[src/rtl/keypad_pkg.sv]
// Shared types and helpers for the 4x4 keypad scanner.
package keypad_pkg;

    typedef enum logic [1:0] {
        SCAN     = 2'd0,
        DEBOUNCE = 2'd1,
        HELD     = 2'd2,
        RELEASE  = 2'd3
    } scan_state_t;

    localparam logic [3:0] COL_RESET = 4'b0001;

    // True when exactly one of the four bits is set.
    function automatic logic is_onehot4(input logic [3:0] v);
        return (v != 4'b0000) && ((v & (v - 4'd1)) == 4'b0000);
    endfunction

    // Next column in the scan order; 4'b1000 wraps back to 4'b0001.
    function automatic logic [3:0] next_col(input logic [3:0] col);
        return {col[2:0], col[3]};
    endfunction

endpackage

[src/rtl/keypad_sync.sv]
// Two-flop synchronizer for a bundle of independent asynchronous inputs.
// Each bit is synchronized on its own; multi-bit coherence is not needed
// because the scanner requires the rows to stay stable for many cycles.
module keypad_sync #(
    parameter int W = 4
) (
    input  logic         clk,
    input  logic         reset_n,
    input  logic [W-1:0] din,
    output logic [W-1:0] dout
);

    logic [W-1:0] meta_q;
    logic [W-1:0] sync_q;

    // Shift the raw input through two flops to settle metastability.
    // NOTE: non-blocking assignments keep this a two-stage shift; blocking
    // would let din fall straight through to sync_q in a single edge.
    always_ff @(posedge clk or negedge reset_n) begin
        if (!reset_n) begin
            meta_q <= '0;
            sync_q <= '0;
        end else begin
            meta_q <= din;
            sync_q <= meta_q;
        end
    end

    assign dout = sync_q;

endmodule

[src/rtl/keypad_scan_ctrl.sv]
// 4x4 matrix keypad scan controller.
// Drives one column at a time, samples the synchronized rows at the end of
// each column dwell, debounces a single-key press, freezes the scan while the
// key is held and debounces its release. One key_valid strobe per press.
// Optional build macro KEYPAD_REPEAT_EN: while a key stays held, key_valid
// re-pulses every REPEAT_CYC cycles (key_row/key_col unchanged).
module keypad_scan_ctrl
    import keypad_pkg::*;
#(
    parameter int SCAN_DIV     = 1000,
    parameter int DEBOUNCE_CYC = 50000,
    parameter int REPEAT_CYC   = 500000
) (
    input  logic       clk,
    input  logic       reset_n,
    input  logic [3:0] row_in,
    output logic [3:0] col_out,
    output logic [3:0] key_row,
    output logic [3:0] key_col,
    output logic       key_valid,
    output logic       key_pressed
);

    localparam int CNT_MAX_A = (SCAN_DIV > DEBOUNCE_CYC) ? SCAN_DIV : DEBOUNCE_CYC;
    localparam int CNT_MAX   = (CNT_MAX_A > REPEAT_CYC) ? CNT_MAX_A : REPEAT_CYC;
    localparam int CNT_W     = $clog2(CNT_MAX) + 1;

    localparam logic [CNT_W-1:0] SCAN_LAST = CNT_W'(SCAN_DIV - 1);
    localparam logic [CNT_W-1:0] DEB_LAST  = CNT_W'(DEBOUNCE_CYC - 1);
    localparam logic [CNT_W-1:0] CNT_ONE   = CNT_W'(1);
`ifdef KEYPAD_REPEAT_EN
    localparam logic [CNT_W-1:0] REP_LAST  = CNT_W'(REPEAT_CYC - 1);
`endif

    logic [3:0] row_s;

    scan_state_t      state_q, state_d;
    logic [CNT_W-1:0] cnt_q, cnt_d;
    logic [3:0]       col_q, col_d;
    logic [3:0]       cand_row_q, cand_row_d;
    logic [3:0]       cand_col_q, cand_col_d;
    logic [3:0]       key_row_q, key_row_d;
    logic [3:0]       key_col_q, key_col_d;
    logic             key_valid_q, key_valid_d;
    logic             key_pressed_q, key_pressed_d;
`ifdef KEYPAD_REPEAT_EN
    logic [CNT_W-1:0] rep_q, rep_d;
`endif

    keypad_sync #(.W(4)) u_row_sync (
        .clk     (clk),
        .reset_n (reset_n),
        .din     (row_in),
        .dout    (row_s)
    );

    // Scan / debounce / hold / release sequencing and output next-state.
    always_comb begin
        // NOTE: every output of this block gets a default first so no path
        // leaves a signal unassigned, which would infer a latch.
        state_d     = state_q;
        cnt_d       = cnt_q;
        col_d       = col_q;
        cand_row_d  = cand_row_q;
        cand_col_d  = cand_col_q;
        key_row_d   = key_row_q;
        key_col_d   = key_col_q;
        key_valid_d = 1'b0;
`ifdef KEYPAD_REPEAT_EN
        rep_d       = '0;
`endif

        case (state_q)
            SCAN: begin
                // Rows are only trusted on the last dwell cycle, after the
                // column switch and the synchronizer have both settled.
                if (cnt_q == SCAN_LAST) begin
                    cnt_d = '0;
                    if (is_onehot4(row_s)) begin
                        cand_row_d = row_s;
                        cand_col_d = col_q;
                        state_d    = DEBOUNCE;
                    end else begin
                        col_d = next_col(col_q);
                    end
                end else begin
                    cnt_d = cnt_q + CNT_ONE;
                end
            end

            DEBOUNCE: begin
                if (row_s != cand_row_q) begin
                    state_d = SCAN;
                    cnt_d   = '0;
                    col_d   = next_col(col_q);
                end else if (cnt_q == DEB_LAST) begin
                    state_d     = HELD;
                    cnt_d       = '0;
                    key_row_d   = cand_row_q;
                    key_col_d   = cand_col_q;
                    key_valid_d = 1'b1;
                end else begin
                    cnt_d = cnt_q + CNT_ONE;
                end
            end

            HELD: begin
                // Only the captured row matters; extra keys are ignored.
                if ((row_s & cand_row_q) == 4'b0000) begin
                    state_d = RELEASE;
                    cnt_d   = '0;
                end
`ifdef KEYPAD_REPEAT_EN
                else if (rep_q == REP_LAST) begin
                    key_valid_d = 1'b1;
                    rep_d       = '0;
                end else begin
                    rep_d = rep_q + CNT_ONE;
                end
`endif
            end

            RELEASE: begin
                if ((row_s & cand_row_q) != 4'b0000) begin
                    state_d = HELD;
                    cnt_d   = '0;
                end else if (cnt_q == DEB_LAST) begin
                    state_d = SCAN;
                    cnt_d   = '0;
                    col_d   = next_col(col_q);
                end else begin
                    cnt_d = cnt_q + CNT_ONE;
                end
            end

            default: begin
                state_d = SCAN;
                cnt_d   = '0;
                col_d   = COL_RESET;
            end
        endcase

        key_pressed_d = (state_d == HELD) || (state_d == RELEASE);
    end

    // State, counters and registered outputs.
    always_ff @(posedge clk or negedge reset_n) begin
        if (!reset_n) begin
            state_q       <= SCAN;
            cnt_q         <= '0;
            col_q         <= COL_RESET;
            cand_row_q    <= '0;
            cand_col_q    <= '0;
            key_row_q     <= '0;
            key_col_q     <= '0;
            key_valid_q   <= 1'b0;
            key_pressed_q <= 1'b0;
`ifdef KEYPAD_REPEAT_EN
            rep_q         <= '0;
`endif
        end else begin
            state_q       <= state_d;
            cnt_q         <= cnt_d;
            col_q         <= col_d;
            cand_row_q    <= cand_row_d;
            cand_col_q    <= cand_col_d;
            key_row_q     <= key_row_d;
            key_col_q     <= key_col_d;
            key_valid_q   <= key_valid_d;
            key_pressed_q <= key_pressed_d;
`ifdef KEYPAD_REPEAT_EN
            rep_q         <= rep_d;
`endif
        end
    end

    assign col_out     = col_q;
    assign key_row     = key_row_q;
    assign key_col     = key_col_q;
    assign key_valid   = key_valid_q;
    assign key_pressed = key_pressed_q;

endmodule

[config.mk]
export PLATFORM = sky130hd
export DESIGN_NAME = keypad_scan_ctrl
export DESIGN_NICKNAME = d
export VERILOG_FILES = /design/src/rtl/keypad_pkg.sv /design/src/rtl/keypad_sync.sv /design/src/rtl/keypad_scan_ctrl.sv
export SDC_FILE = /design/constraint.sdc
export NUM_CORES = 1
export LEC_CHECK = 0
export ABC_CLOCK_PERIOD_IN_PS = 2900
export CORE_MARGIN = 5
export CORE_UTILIZATION = 57
export CTS_CLUSTER_DIAMETER = 40
export CTS_CLUSTER_SIZE = 28
export DETAILED_ROUTE_END_ITERATION = 7
export GPL_ROUTABILITY_DRIVEN = 0
export PLACE_DENSITY = 0.79
export SLEW_MARGIN = 15
export SYNTH_ARGS = -nofsm -noshare
export SYNTH_HDL_FRONTEND = slang
export SYNTH_SLANG_ARGS = --single-unit
[constraint.sdc]
create_clock -name clk -period 2.9 [get_ports clk]
set_clock_uncertainty 0.1 [all_clocks]
set_input_delay 0.87 -clock clk [delete_from_list [all_inputs] [get_ports clk]]
set_output_delay 0.87 -clock clk [all_outputs]
set_load 0.01 [all_outputs]
==> impl_results.md, run 1 <==
- Clock power share: 0.357
- Post-CTS Setup Inserts: 0
- VDD IR-drop max: about 0.00034 V
- Worst path required time: between 2 and 3 ns
- Share of layout cells above drive strength 1: 0.152
- CP Cell Sequence: ha_1 -> nor4_1 -> nand3b_1 -> nor4_4 -> mux2_2
- Unique masters post-synth: 36
- Post-route ant nets: 0
- R2R cell count: 5
- Root Buffer: clkbuf_8
- Max frequency: ~0.37 GHz
- CP Launch Type: register
- Outcome: finished, final reports clean
- Post-Syn Area: between 2000 and 2500 um^2
- Hold path start: u_row_sync.meta_q[3]
- Worst r2r src: u_row_sync.dout[0]
- Worst rel slew slack: 0.410
- Worst reg2reg endpoint: key_row[0]
- Critical path's slowest cell: nor4_4
- Post-route core utilization: 0.674
- Initial antenna violation count: 0
- Clock sinks: 52
- Crit. End Element: register
- Actual slew at the worst max-slew pin: approximately 0.9 ns
- Number of synthesized flops with an enable pin: 0
- Row Count: 23
- Crit-path max cell delay: a little under 0.7 ns
- Hold Path Depth: 0
- Cts bufs inserted: 5
- CTS H-tree lvls: 2
- Final Max Tran Viols: 0
- Setup TNS Final: 0 ns
- Hold worst-path end: u_row_sync.dout[3]
- Drt drc: 0
- Worst Hold Class: register to register
- Initial core utilization: 0.589
- DPL Wire Length: approximately 3000 um
- Post-synth top flop: dfrtp_1
- First-pass iteration count of the detailed router: 4
- Final count of negative-setup-slack endpoints: 0
- Placed instance area: around 2600 um^2
- Commonest non-fill, non-tap cell in the layout: dfrtp_1
- First-pass GRT wire length: 7490 um
- Sequential area share after synthesis: 0.553
- CTS tree: done
- Overflow after GRT: 0
- Initial drt markers: between 90 and 100
- CTS Hold Bufs: 0
- Comb power frac: 0.022
- CTS Buffer Depth: 2
- P per Cell Area: 439 nW/um^2
- Vias/cell: between 5 and 6
- Syn nets: ~220
- Layout overhead on the synthesized area: 14.5%
- Skew-Pair Late Insertion Delay: 0.30 ns
- Worst Path Class, Setup: register to register
- RSZ-0062 raised after global routing: false
- Max-cap violations: 0
- Crit-path leading delay family: simple AND/OR/NAND/NOR gates
- Asr flop ratio synth: 1.00
- Worst reg-to-reg setup slack: about 0.23 ns
- Flops & latches, synth: 52
- IO Count: 20
- Count of final hold-check violations: 0
- DR WL/cell: approximately 15 um
- NetSw: around 250 uW
- PortBufs: 19
- Via count: 1,620
- Antenna Cells: 0
- Gate Count Post-Synth: just over 200
- WP buf/inv: 0
- Commonest cells after routing, fill and taps aside: 51 x dfrtp_1, 22 x nor2_1, 20 x mux2_2
- DIE WIDTH: about 74 um
- Final #Nets: 240
- Design area: around 2700 um^2
- Internal Power: between 900 and 1000 uW
- Lkg Pwr: 0.00124 uW
- Worst Path Max Fanout: 9
- YS warnings: 0
- Avg Inst Size Synth: between 10 and 15 um^2
- Clock-pin slew on the worst setup and hold paths: roughly 0.090 ns
- WL final: 4330 um
- Fin crit share: 0.920
- Switch share: 0.211
- Number of global-route vias before repair: between 1,500 and 2,000
- Die height: 74.3 um
- Min Tclk post-route: ~2.7 ns
- Largest net degree at the start of global routing: 53
- CP Data Arrival Time: between 2 and 3 ns
- Post-CTS Resized: 0
- Global-route usage over all layers: 0.178
- Seq pwr share: 0.621
- Die area: between 5000 and 6000 um^2
- Core Box Area: about 4000 um^2
## how the worst max path moves through the flow
stage	depth (start not counted)	to	start	slack, ns
global route	5	key_row[1]	u_row_sync.dout[1]	0.04
floorplan	7	cnt_q[10]	u_row_sync.dout[1]	0.50
global placement	5	key_col[1]	u_row_sync.dout[0]	0.27
finish	5	key_row[0]	u_row_sync.dout[0]	0.23
CTS	5	key_row[0]	u_row_sync.dout[1]	0.22
detailed placement	5	key_row[0]	u_row_sync.dout[0]	0.24
## cells in the mapped netlist, types with 2 or more instances
cell,count,share of area
o31ai_1,2,0.0064
inv_1,3,0.0048
nor4_1,5,0.013
clkbuf_1,2,0.0032
o21ai_0,6,0.013
nor4b_1,2,0.0074
a2bb2oi_1,2,0.0074
nor2_1,22,0.035
or4_1,2,0.0064
dfrtp_1,51,0.54
nor2b_1,3,0.0080
xor2_1,12,0.045
nand2_1,17,0.027
buf_2,3,0.0064
mux2_2,20,0.096
and2_1,2,0.0053
a211oi_1,3,0.0096
o211ai_1,4,0.013
nand2b_1,3,0.0080
nand4_1,7,0.019
or3_1,2,0.0053
nand3_1,9,0.019
nor3_1,3,0.0064
ha_1,5,0.027
xnor2_1,4,0.015
## area by class of cell
| type | instances | area, um^2 |
|---|---|---|
| Fill cell | 297 | 1300 |
| Sequential cell | 52 | 1300 |
| Multi-Input combinational cell | 145 | 1020 |
| Timing Repair Buffer | 22 | 208 |
| Clock buffer | 7 | 86.3 |
| Tap cell | 50 | 62.6 |
| Inverter | 3 | 11.3 |
| Clock inverter | 1 | 7.51 |
## cell families (layout without fill, tap and decap cells)
logic type,after synthesis,after routing,synth area share
buf+inv,8,33,0.0143
simple gates,84,84,0.191
mux,20,20,0.0956
fa+ha+maj,5,5,0.0266
xor+xnor,16,16,0.0595
flops,52,52,0.553
compound gates,20,20,0.0595
## sequential cells by signal, indices dropped and copies added, names as in the netlist
name / count
cand_col_q: 4
cand_row_q: 4
cnt_q: 20
col_out: 4
key_col: 4
key_pressed: 1
key_row: 4
key_valid: 1
state_q: 2
u_row_sync.dout: 4
u_row_sync.meta_q: 4
## routing by layer
metal	vias to the layer above	part of all wire	global-route usage
li1	777	-	-
met1	801	0.44	0.227
met2	35	0.49	0.296
met3	7	0.048	0.0459
met4	0	0.013	0.0593
met5	-	0	0
## power by group through the flow
stage               registers, uW  logic [uW]  clock network, uW
floorplan                     748        4.84                  0
global placement              748        26.3                  0
detailed placement            749        27.1                  0
CTS                           735        27.1                437
global route                  736        30.1                456
finish                        734        25.6                423
## through the flow
stage	cells	hold WS, ns	worst slack, ns	power, uW
floorplan	205	0.231	0.503	753
global placement	272	0.232	0.272	775
detailed placement	272	0.236	0.243	776
CTS	280	0.257	0.225	1200
global route	280	0.273	0.0405	1220
finish	280	0.254	0.233	1180
(Power assumes the default switching activity.)
==> inputs of run 2 (changes only) <==
Settings changed: CAP_MARGIN from default to 20.
==> results of run 2 <==
Same layout as run 1: the final DEF is identical, and so are final timing and power.
==> inputs of run 3 (changes only) <==
Settings changed: PLACE_DENSITY 0.79 to 0.78.
==> impl_results.md, run 3 (synthesis gave the netlist of run 1 again) <==
- Root Buffer: clkbuf_8
- Worst path required time: approximately 3.0 ns
- Worst Path Max Fanout: 9
- Met2 WL post-DR: roughly 2400 um
- First-pass iteration count of the detailed router: 4
- Share of layout cells above drive strength 1: 0.159
- DPL Wire Length: between 3000 and 4000 um
- P per Cell Area: about 460 nW/um^2
- Global-route usage over all layers: 0.195
- WL final: between 4000 and 5000 um
- Clock-pin slew on the worst setup and hold paths: approximately 0.090 ns
- Number of global-route vias before repair: about 1,700
- Overflow after GRT: 0
- Die area: around 5500 um^2
- Final Max Tran Viols: 0
- CP Launch Type: register
- Actual slew at the worst max-slew pin: 0.608 ns
- Crit. End Element: register
- Worst Path Class, Setup: register to register
- Core Box Area: ~4000 um^2
- Placed cell count: ~270
- Via count: around 1,700
- Top routing layer in use: met4
- Worst Hold Class: register to register
- CTS Hold Bufs: 0
- CP Data Arrival Time: ~2.7 ns
- Commonest non-fill, non-tap cell in the layout: dfrtp_1
- Wire length on met3: 149 um
- Commonest cells after routing, fill and taps aside: 51 x dfrtp_1, 22 x nor2_1, 20 x mux2_2
- VDD IR-drop max: around 0.00038 V
- Max reg flops: 20
- Largest net degree at the start of global routing: 28
- WL met1: between 1500 and 2000 um
- DIE WIDTH: ~74 um
- Post-CTS Resized: 0
- Min Tclk post-route: between 2 and 3 ns
- RSZ-0062 raised after global routing: false
- Setup TNS Final: 0 ns
- Final worst slack: approximately 0.34 ns
- Drt drc: 0
- Initial drt markers: 125
- Post-route ant nets: 0
- DR WL/cell: between 15 and 20 um
- Outcome: finished, final reports clean
- IO Count: 20
- Post-Layout Cell Count: 282
- Final #Nets: about 240
- Register Area: between 1000 and 1500 um^2
- Post-CTS Setup Inserts: 0
- First-pass GRT wire length: between 8000 and 9000 um
- CTS tree: done
- Initial antenna violation count: 0
- Lkg Pwr: 0.00126 uW
- Row Count: 23
- PortBufs: 19
- Worst rel slew slack: 0.592
- DP Worst Slack: 0.330 ns
- Antenna Cells: 0
- Clock sinks: 52
- Multi-input logic area: 1020 um^2
- Max-cap violations: 0
- CTS Buffer Depth: 2
- Final count of negative-setup-slack endpoints: 0
- Count of final hold-check violations: 0
- Most flop-heavy register: cnt_q
- Initial core utilization: 0.589
- CTS H-tree lvls: 2
- Cts bufs inserted: 5
- Fin crit share: 0.884
- Die height: 74.3 um
- Skew-Pair Late Insertion Delay: about 0.3 ns
- Layout overhead on the synthesized area: 15.7%
- Max frequency: roughly 0.39 GHz
- Fillcell total: ~280
- Vias/cell: 5.90
-- run 3: cell count changes in the layout (fill, tap and decap cells not counted) --
| cell | before | now |
|---|---|---|
| buf_4 | 3 | 5 |
| clkbuf_8 | 6 | 5 |
| clkinv_2 | 0 | 1 |
| bufinv_16 | 0 | 1 |
| clkinvlp_4 | 1 | 0 |
-- run 3: routing by layer --
metal | global-route usage | vias up
li1 | - | 779
met1 | 0.229 | 825
met2 | 0.333 | 43
met3 | 0.0351 | 17
met4 | 0.115 | 0
met5 | 0 | -
-- run 3: path summary, 6_finish.rpt --
path | from | endpoint | slack, ns | cells after the start
worst min register to register | u_row_sync.meta_q[3] | u_row_sync.dout[3] | 0.26 | 0
worst max register to register | u_row_sync.dout[0] | key_col[0] | 0.34 | 5
worst min-delay path | u_row_sync.meta_q[3] | u_row_sync.dout[3] | 0.26 | 0
min in group asynchronous | reset_n | cnt_q[18] | 0.46 | 1
worst max-delay path | u_row_sync.dout[0] | key_col[0] | 0.34 | 5
max in group asynchronous | reset_n | state_q[0] | 1.64 | 2
-- run 3: layout make-up --
cell class	instances	area share
Clock buffer	6	0.0266
Clock inverter	2	0.0129
Inverter	3	0.00413
Multi-Input combinational cell	145	0.374
Sequential cell	52	0.478
Tap cell	50	0.0230
Timing Repair Buffer	24	0.0817
-- run 3: stage by stage --
step	instance area, um^2	hold slack [ns]	util	total power [uW]
floorplan	2350	0.231	-	753
global placement	2620	0.231	0.654	775
detailed placement	2620	0.236	0.654	778
CTS	2730	0.257	0.681	1250
global route	2730	0.270	0.681	1290
finish	2730	0.255	0.681	1240
-- run 3: critical path: stages, from the launching register on --
cell and delay [ns]:
dfrtp_1 0.43, ha_1 0.32, nor4_1 0.27, nand3b_1 0.27, nor4_4 0.66, mux2_2 0.41
-- run 3: power breakdown --
part,internal (uW),leakage [uW],switching (uW)
Sequential,730,0.000690,4.67
Combinational,10.2,0.000512,17.0
Clock,256,0.0000552,224
Total,996,0.00126,246
==> edit 1: new RTL, flow settings as in run 3 <==
The 4 states of `scan_state_t` get a one-hot encoding in 4 bits.
--- a/src/rtl/keypad_pkg.sv
+++ b/src/rtl/keypad_pkg.sv
@@ -3,7 +3,7 @@
 
-    typedef enum logic [1:0] {
-        SCAN     = 2'd0,
-        DEBOUNCE = 2'd1,
-        HELD     = 2'd2,
-        RELEASE  = 2'd3
+    typedef enum logic [3:0] {
+        SCAN     = 4'b0001,
+        DEBOUNCE = 4'b0010,
+        HELD     = 4'b0100,
+        RELEASE  = 4'b1000
     } scan_state_t;
Function: no difference found for any inputs over 10 cycles, from zero or initial values and one cycle with reset_n low; not proved beyond that.
==> edit 1 against run 3 <==
- synthesized area is 8.9% higher
- setup slack worse by 0.17 ns
- fmax is 6.3% lower
- critical path depth is 2 higher
- first-iteration DRC count is 17% higher
- total power is 1.5% lower
- utilization is 0.66 points lower
- sequential cell count is 2 higher
- routed wire length is 1.8% lower
- clock power is 10% lower
- final area is 7.8% higher
- combinational power is 11% higher
==> edit 1: results (changes against run 3) <==
Run status
  – Outcome: finished clean

Logic synthesis
  – Syn_nets: 240 (+11%)
  – Compound-gate portion of the synthesized area: 5.66% (-0.29 points)
  – Synth Area in XOR/XNOR: 6.83% (+0.88 points)
  – Post-synthesis adder-cell area fraction: 2.44% (-0.22 points)
  – Post-synthesis cell count: 229 (+12%)
  – Most frequent cells after synthesis: dfrtp_1, nor2_1, nand2_1

Worst setup path
  – Critical Path Sink: col_out[0]
  – R2R Path Start: cnt_q[0]
  – CP arrival: 2.89 ns (+0.24 ns)
  – Crit Path Max Fanout: 5 (-4)
  – Critical Path Max Stage Delay: 0.53 ns (-0.13 ns)
  – Reg2reg end: col_out[0]
  – Reg2Reg Depth: 7 (+2)
  – R2R setup slack: 0.16 ns (-0.17 ns)

Global routing
  – Grt met1 use: 21.5% (-1.5 points)
  – Vias in the first global route: 1,753 (+1.6%)

Placement
  – Placed cell area: 2830 um^2 (+8.2%)
  – Dpl ws: -0.0622 ns (-0.392 ns)
  – Dpl hpwl: 3210 um (-6.7%)

Clock network
  – Post-CTS Resized: 1 (+1)

Routing
  – Via Count: 1,735 (+4.3%)
  – Number of DRC markers in iteration 0: 146 (+17%)
  – Wire length on met2: 2100 um (-11%)

Timing
  – Post-route minimum period: 2.74 ns (+0.174 ns)
  – Relative slew margins: 54.2% (-4.9 points)

Finish
  – Final Instance Count excl. Fillers: 306 (+8.5%)
  – Share of cells above drive strength 1: 18.1% (+2.2 points)
  – Fillers: 330 (+18%)

Pwr
  – Peak supply drop: 328 uV (-13%)
edit 1: cells by family (layout without fill, tap and decap cells):
kind of cell	Yosys count	count (layout)
xor gates and xnor gates	20	20
adders and majority gates	5	5
AOI/OAI and AO/OA	21	21
buffers and inverters	15	40
and+or+nand+nor	94	94
muxes	20	20
DFF	54	54
edit 1: final cells by class:
class / count / area [um^2] / share of cell area [%]
tap: 52 / 65.1 / 2.21
clock inverter: 3 / 25.0 / 0.852
timing repair buffer: 24 / 235 / 8.01
multi-input combinational: 160 / 1160 / 39.5
clock buffer: 5 / 68.8 / 2.34
inverter: 8 / 30.0 / 1.02
sequential: 54 / 1350 / 46.1
edit 1: power groups by stage:
stage	clock (mW)	sequential [mW]	combinational, mW
after floorplan	0	0.776	0.00891
after global placement	0	0.777	0.0312
after detailed placement	0	0.778	0.0316
after CTS	0.439	0.763	0.0316
after global routing	0.474	0.764	0.0352
final	0.431	0.763	0.0301
==> edit 2: new RTL, settings of run 3 <==
Made on the original files. The option `KEYPAD_REPEAT_EN` is turned on by a define.
--- a/src/rtl/keypad_scan_ctrl.sv
+++ b/src/rtl/keypad_scan_ctrl.sv
@@ -6,2 +6,4 @@
 // re-pulses every REPEAT_CYC cycles (key_row/key_col unchanged).
+`define KEYPAD_REPEAT_EN
+
 module keypad_scan_ctrl
Behaviour: no difference found for any inputs over 10 cycles, from zero or initial values and one cycle with reset_n low; that may be too few to reach the edited logic, so the function may still have changed.
==> edit 2 against run 3 <==
- final area up 48%
- routed wire length up 51%
- synthesized area increased by 49%
- sequential cell count is 20 higher
- total power increased by 63%
- largest power group unchanged
- critical endpoint is now col_out[3]
- sequential power is 37% higher
- setup slack worse by 0.020 ns
- critical path type unchanged
==> edit 2: results (changes against run 3) <==
Finish
  – Multi-input comb cells: 237 (+63%)
  – Clock buffers: 10 (+4)
  – Buffering overhead: 6.22% (-2.0 points)
  – Bufs w/o clock: 26 (+8.3%)
  – Fillers: 456 (+63%)
  – Area Growth Syn to Fin: 14.9%
  – Register cell area after layout: 1800 um^2 (+38%)
  – Clock-cell share of area: 6.03% (+2.1 points)
  – Final Instance Count excl. Fillers: 433 (+54%)
  – Final instance area: 4030 um^2 (+48%)
  – Fraction of area in multi-input gates: 40.0% (+2.6 points)

Worst setup path
  – Reg2reg end: col_out[3]
  – Reg2Reg Depth: 8 (+3)
  – Crit Path Max Fanout: 4 (-5)
  – Critical Path Max Stage Delay: 0.43 ns (-0.23 ns)
  – Slowest cell on the critical path: dfrtp_1
  – Critical path origin: u_row_sync.dout[1]
  – R2R setup slack: 0.31 ns (-0.02 ns)
  – CP arrival: 2.73 ns (+0.08 ns)

Clock network
  – Clk sink count: 72 (+38%)
  – Worst skew pair latency: 0.35 ns (+0.05 ns)

Routing
  – Met3 Routed Length: 319 um (+110%)
  – Vias/cell: 5.94 (+0.67%)
  – Wire length on met2: 3450 um (+46%)
  – Met1 WL: 3040 um (+58%)
  – Number of DRC markers in iteration 0: 243 (+94%)
  – DRT Wirelength: 6960 um (+51%)

Logic synthesis
  – Top cells by area, synth: dfrtp_1, mux2_2, xnor2_1
  – Yosys cell types: 43 (+19%)
  – Syn_nets: 348 (+61%)
  – Post-synthesis cell count: 330 (+61%)

Pwr
  – Net Sw Frac: 21.3% (+1.5 points)
  – Peak supply drop: 351 uV (-7.3%)
  – P_leak: 1.71 nW (+36%)
  – Clock group: 983 uW (+100%)

Global routing
  – Vias in the first global route: 2,523 (+46%)
  – Grt met1 use: 26.7% (+3.7 points)
  – Met3 usage: 4.75% (+1.2 points)
  – Global-route usage over all layers: 20.1% (+0.63 points)
  – First-pass GRT wire length: 12,000 um (+49%)
  – Routing usage on met2: 30.9% (-2.3 points)

Hold path
  – Hold Path Sink: u_row_sync.dout[0]

Placement
  – Placed Cells: 417 (+52%)
  – Dpl hpwl: 4580 um (+33%)

Run status
  – Outcome: finished clean

Timing
  – Relative slew margins: 55.3% (-3.8 points)
## edit 2: cell types whose count changed after synthesis, sizes merged, moves of 4 or more
cell	delta
nor3	+9
inv	+4
nor2	+7
nand2	+12
dfrtp	+20
xnor2	+17
clkbuf	+10
ha	+7
nor4	+7
a21oi	+16
nand4	+4
o211ai	-4
## edit 2: stage by stage
stage	hold slack [ns]	total power, mW	setup slack, ns	utilization [%]
after CTS	0.254	2.04	0.243	67.5
after floorplan	0.231	1.04	0.360	-
final	0.254	2.03	0.315	67.6
after global routing	0.265	2.09	0.223	67.6
after detailed placement	0.235	1.07	0.281	63.5
after global placement	0.234	1.07	0.373	63.5
## edit 2: kinds of logic after synthesis
group,Yosys count,share of synthesized area (%)
buffers and inverters,21,2.68
AO/OA/AOI/OAI,38,6.64
multiplexers,21,6.71
XOR/XNOR,32,8.00
flip-flops,72,51.5
adder cells (fa/ha/maj),12,4.29
AND/OR/NAND/NOR,134,20.2
